## src/rtl/map_arbiter.sv

```systemverilog
// Two-requester arbiter for the shared map ROM.
// Tracer has priority; a starvation counter force-grants the overlay.
module map_arbiter #(
  parameter int COLBITS      = 4,
  parameter int ROWBITS      = 4,
  parameter int BITS         = 2,
  parameter int STARVE_LIMIT = 15,
  parameter int CNTBITS      = 4
) (
  input  logic               clk,
  input  logic               reset_n,
  input  logic               halt,
  input  logic               t_valid,
  output logic               t_ready,
  input  logic [COLBITS-1:0] t_col,
  input  logic [ROWBITS-1:0] t_row,
  output logic               t_rvalid,
  output logic [BITS-1:0]    t_rdata,
  input  logic               o_valid,
  output logic               o_ready,
  input  logic [COLBITS-1:0] o_col,
  input  logic [ROWBITS-1:0] o_row,
  output logic               o_rvalid,
  output logic [BITS-1:0]    o_rdata,
  output logic [COLBITS-1:0] map_col,
  output logic [ROWBITS-1:0] map_row,
  input  logic [BITS-1:0]    map_val,
  output logic               starved
);

  localparam logic [CNTBITS-1:0] LIMIT =
    CNTBITS'(STARVE_LIMIT);
  localparam logic HAS_LIMIT =
    1'(STARVE_LIMIT != 0);

  logic [CNTBITS-1:0] cnt;
  logic               s1_valid;
  logic               owner;
  logic               force_o;
  logic               gnt_t;
  logic               gnt_o;

  assign starved = HAS_LIMIT & (cnt == LIMIT);
  assign force_o = starved & o_valid;

  // No handshakes while held in reset.
  assign t_ready = reset_n & ~halt & ~force_o;
  assign o_ready = reset_n & ~halt
                 & (~t_valid | force_o);

  assign gnt_t = t_valid & t_ready;
  assign gnt_o = o_valid & o_ready;

  always_ff @(posedge clk or negedge reset_n) begin
    if (!reset_n) begin
      map_col  <= '0;
      map_row  <= '0;
      owner    <= 1'b0;
      s1_valid <= 1'b0;
    end else if (gnt_o) begin
      map_col  <= o_col;
      map_row  <= o_row;
      owner    <= 1'b1;
      s1_valid <= 1'b1;
    end else if (gnt_t) begin
      map_col  <= t_col;
      map_row  <= t_row;
      owner    <= 1'b0;
      s1_valid <= 1'b1;
    end else begin
      s1_valid <= 1'b0;
    end
  end

  always_ff @(posedge clk or negedge reset_n) begin
    if (!reset_n) begin
      t_rvalid <= 1'b0;
      o_rvalid <= 1'b0;
      t_rdata  <= '0;
      o_rdata  <= '0;
    end else begin
      t_rvalid <= s1_valid & ~owner;
      o_rvalid <= s1_valid & owner;
      if (s1_valid & ~owner)
        t_rdata <= map_val;
      if (s1_valid & owner)
        o_rdata <= map_val;
    end
  end

  // Saturates at LIMIT; stays 0 when LIMIT is 0.
  always_ff @(posedge clk or negedge reset_n) begin
    if (!reset_n) begin
      cnt <= '0;
    end else if (!halt) begin
      if (gnt_o || !o_valid)
        cnt <= '0;
      else if (cnt != LIMIT)
        cnt <= cnt + CNTBITS'(1);
    end
  end

endmodule

```

## config.mk

```make
export PLATFORM = sky130hd
export DESIGN_NAME = map_arbiter
export DESIGN_NICKNAME = d
export VERILOG_FILES = /design/src/rtl/map_arbiter.sv
export SDC_FILE = /design/constraint.sdc
export NUM_CORES = 1
export LEC_CHECK = 0
export CAP_MARGIN = 5
export CELL_PAD_IN_SITES_DETAIL_PLACEMENT = 1
export CELL_PAD_IN_SITES_GLOBAL_PLACEMENT = 2
export CORE_ASPECT_RATIO = 0.75
export CORE_MARGIN = 2
export CORE_UTILIZATION = 25
export DETAILED_ROUTE_END_ITERATION = 10
export HOLD_SLACK_MARGIN = 0.1
export PLACE_DENSITY_LB_ADDON = 0.1
export SYNTH_ARGS = -nofsm -noshare
export SYNTH_HDL_FRONTEND = slang
export SYNTH_SLANG_ARGS = --single-unit
export TNS_END_PERCENT = 100
```

## constraint.sdc

```tcl
create_clock -name clk -period 3.5 [get_ports clk]
set_clock_uncertainty 0.2 [all_clocks]
set_input_delay 0.35 -clock clk [delete_from_list [all_inputs] [get_ports clk]]
set_output_delay 0.35 -clock clk [all_outputs]
set_load 0.05 [all_outputs]
```

==> results.md <==
- Setup bufs post-CTS: 0
- Crit path time final: 2.63 ns
- Compound-Gate Fraction of Synth Area: 0.176
- Via density: 4.70
- Crit path kind: reg2out
- Total GRT Usage: 0.127
- WL/cell: 14.0 um
- Xor and xnor area share after synthesis: 0
- Highest-count cells in the layout ignoring fill and taps: clkdlybuf4s50_1 (37), dfrtp_1 (20), nor2_1 (18)
- Final Util: 0.411
- Actual slew at the worst max-slew pin: 0.582 ns
- First-pass GRT wire length: 3.95 mm
- Routed Antenna Nets: 0
- Largest net degree at the start of global routing: 15
- Crit-path cells: ha_1, and3_1, clkdlybuf4s50_1
- RSZ-0062 raised after global routing: no
- Post-Route WL: 2.30 mm
- Post-route insts no fill: 165
- Hold violation count in the final report: 0
- Syn Inst Count: 82
- Peak VDD IR: 207 uV
- Register-to-register setup slack: 1.62 ns
- Largest family of logic cells by synthesized area: compound AO/OA/AOI/OAI gates
- Routability cong.: 0.696
- Fmax achieved: 380 MHz
- Seq/Total Area, Yosys: 0.567
- Initial DRT Pass Iterations: 3
- CTS tree: yes
- Final setup vio count: 0
- Crit-path slowest cell: clkdlybuf4s50_1
- Crit-path max FO: 5
- Reg2reg start: cnt[0]
- H-Tree Depth: 1
- IO Count: 40
- Die Wd: 72.6 um
- FFs w/ async S/R, synth: 1.00
- Initial core utilization: 0.265
- Post-synth top flop: dfrtp_1
- Post-Syn Area per Cell: 10.8 sq um
- Buf+Inv Stages, Crit Path: 1
- Share of cells above drive strength 1: 0.112
- Tcrit/Tclk final: 0.752
- Unique masters post-synth: 25
- Num CTS Buffers: 3
- Simple-gate share of the synthesized area: 0.149
- Reg area: 500 sq um
- Hold WC Path Type: in2async
- Hold Buf Count CTS: 0
- Register-to-Register Path Depth: 5
- Number of flops mapped to enable cells by yosys: 0
- PD cells: 533 nW/um^2
- Core area: 3330 sq um
- Final net count: 150
- Max Cap Viol: 0
- WP data required: 2.95 ns
- TNS Setup: 0 ns
- Clk pin slew, worst setup/hold paths: 0.08 ns
- Row Count: 18
- Root buf cell: clkbuf_8
- CP Capture Type: primary output
- Clock sink count: 20
- FF-to-FF End: map_col[0]
- P_leak: 0.000584 uW
- Antenna diode count: 0
- Die Ht: 55.4 um
- WP data arrival: 2.08 ns
- FILL cells: 381
- IO buf count: 39
- Drt drc: 0
- Synth warnings: 0
- Multi-input logic area: 355 sq um
- Adder-Cell Fraction of Synth Area: 0.0142
- Post-synthesis mux area share: 0.0638
- Dpl hpwl: 1.81 mm
- Mapped cell area: 882 sq um
- Worst setup SP type: flip-flop
- Max clock buf depth: 2
- Syn_nets: 106
- Die area: 4020 sq um
- Max stage delay on crit path: 0.85 ns
- Grt total ovfl: 0
- Vias: 775
- # placed instances: 161
- Initial antenna violation count: 0
- Outcome: completed
- Final Max Slew Viols: 0
- Vias in the first global route: 841
- Most common cell after layout, fill and taps aside: clkdlybuf4s50_1
- Clk_lat worst skew: 0.26 ns
- Worst slew margin: 0.611
- Iter 0 DRT Violations: 7
- Syn-to-layout area delta: 55.2%
- Post-CTS Resized: 0
- Cell family with most CP delay: buffers and inverters
- WHS: 0.263 ns
- Seq cells post-synth: 20
==> stage by stage <==
stage / power [uW] / setup WS (ns) / area [sq um]
detailed placement: 562 / 1.05 / 1310
global placement: 559 / 1.11 / 1310
CTS: 739 / 0.878 / 1370
global route: 764 / 0.802 / 1370
floorplan: 449 / 1.19 / 882
finish: 730 / 0.868 / 1370
==> cells by family (layout without fill, tap and decap cells) <==
kind of cell / after synthesis / after routing
buf+inv: 5 / 48
mux: 5 / 5
flops: 20 / 20
fa+ha+maj: 1 / 1
compound gates: 21 / 21
simple gates: 30 / 30
==> registers in the layout (all words and copies together) (netlist names) <==
register,count
s1_valid,1
map_row,4
cnt,4
o_rvalid,1
t_rdata,2
owner,1
o_rdata,2
t_rvalid,1
map_col,4
==> layer usage <==
layer,vias to the layer above,track usage,part of all wire
met5,-,0,0
met4,0,0.0238,0.0043
met3,2,0.0602,0.077
met2,24,0.181,0.46
met1,374,0.176,0.46
li1,375,-,-
==> synth_stat cells, types with 2 or more instances <==
cell / instances / area share
nand2_1: 4 / 0.017
o21ai_0: 4 / 0.023
inv_1: 4 / 0.017
a21oi_1: 2 / 0.011
nand3_1: 2 / 0.011
dfrtp_1: 20 / 0.57
o22ai_1: 8 / 0.057
mux2_2: 4 / 0.051
nor2_1: 18 / 0.077
==> area by class of cell <==
type                    instances  area share
repair buffers                 40       0.287
multi-input cells              57       0.260
clock buffers                   4      0.0402
well taps                      40      0.0366
flip-flops and latches         20       0.366
inverters                       4      0.0110
==> power breakdown <==
group          internal, uW  switching [uW]  total (uW)  leakage, uW
combinational           103             165         268     0.000313
sequential              267            19.0         286     0.000242
clock                   100            76.0         176    0.0000288
==> how the worst max path moves through the flow <==
stage	from	to	depth (start not counted)
after detailed placement	reset_n	map_row[2]	5
after global placement	reset_n	o_ready	4
after global routing	cnt[0]	starved	3
after floorplan	cnt[0]	t_ready	4
after CTS	cnt[0]	starved	3
final	cnt[0]	starved	3
Power figures use the tool's default switching activity.
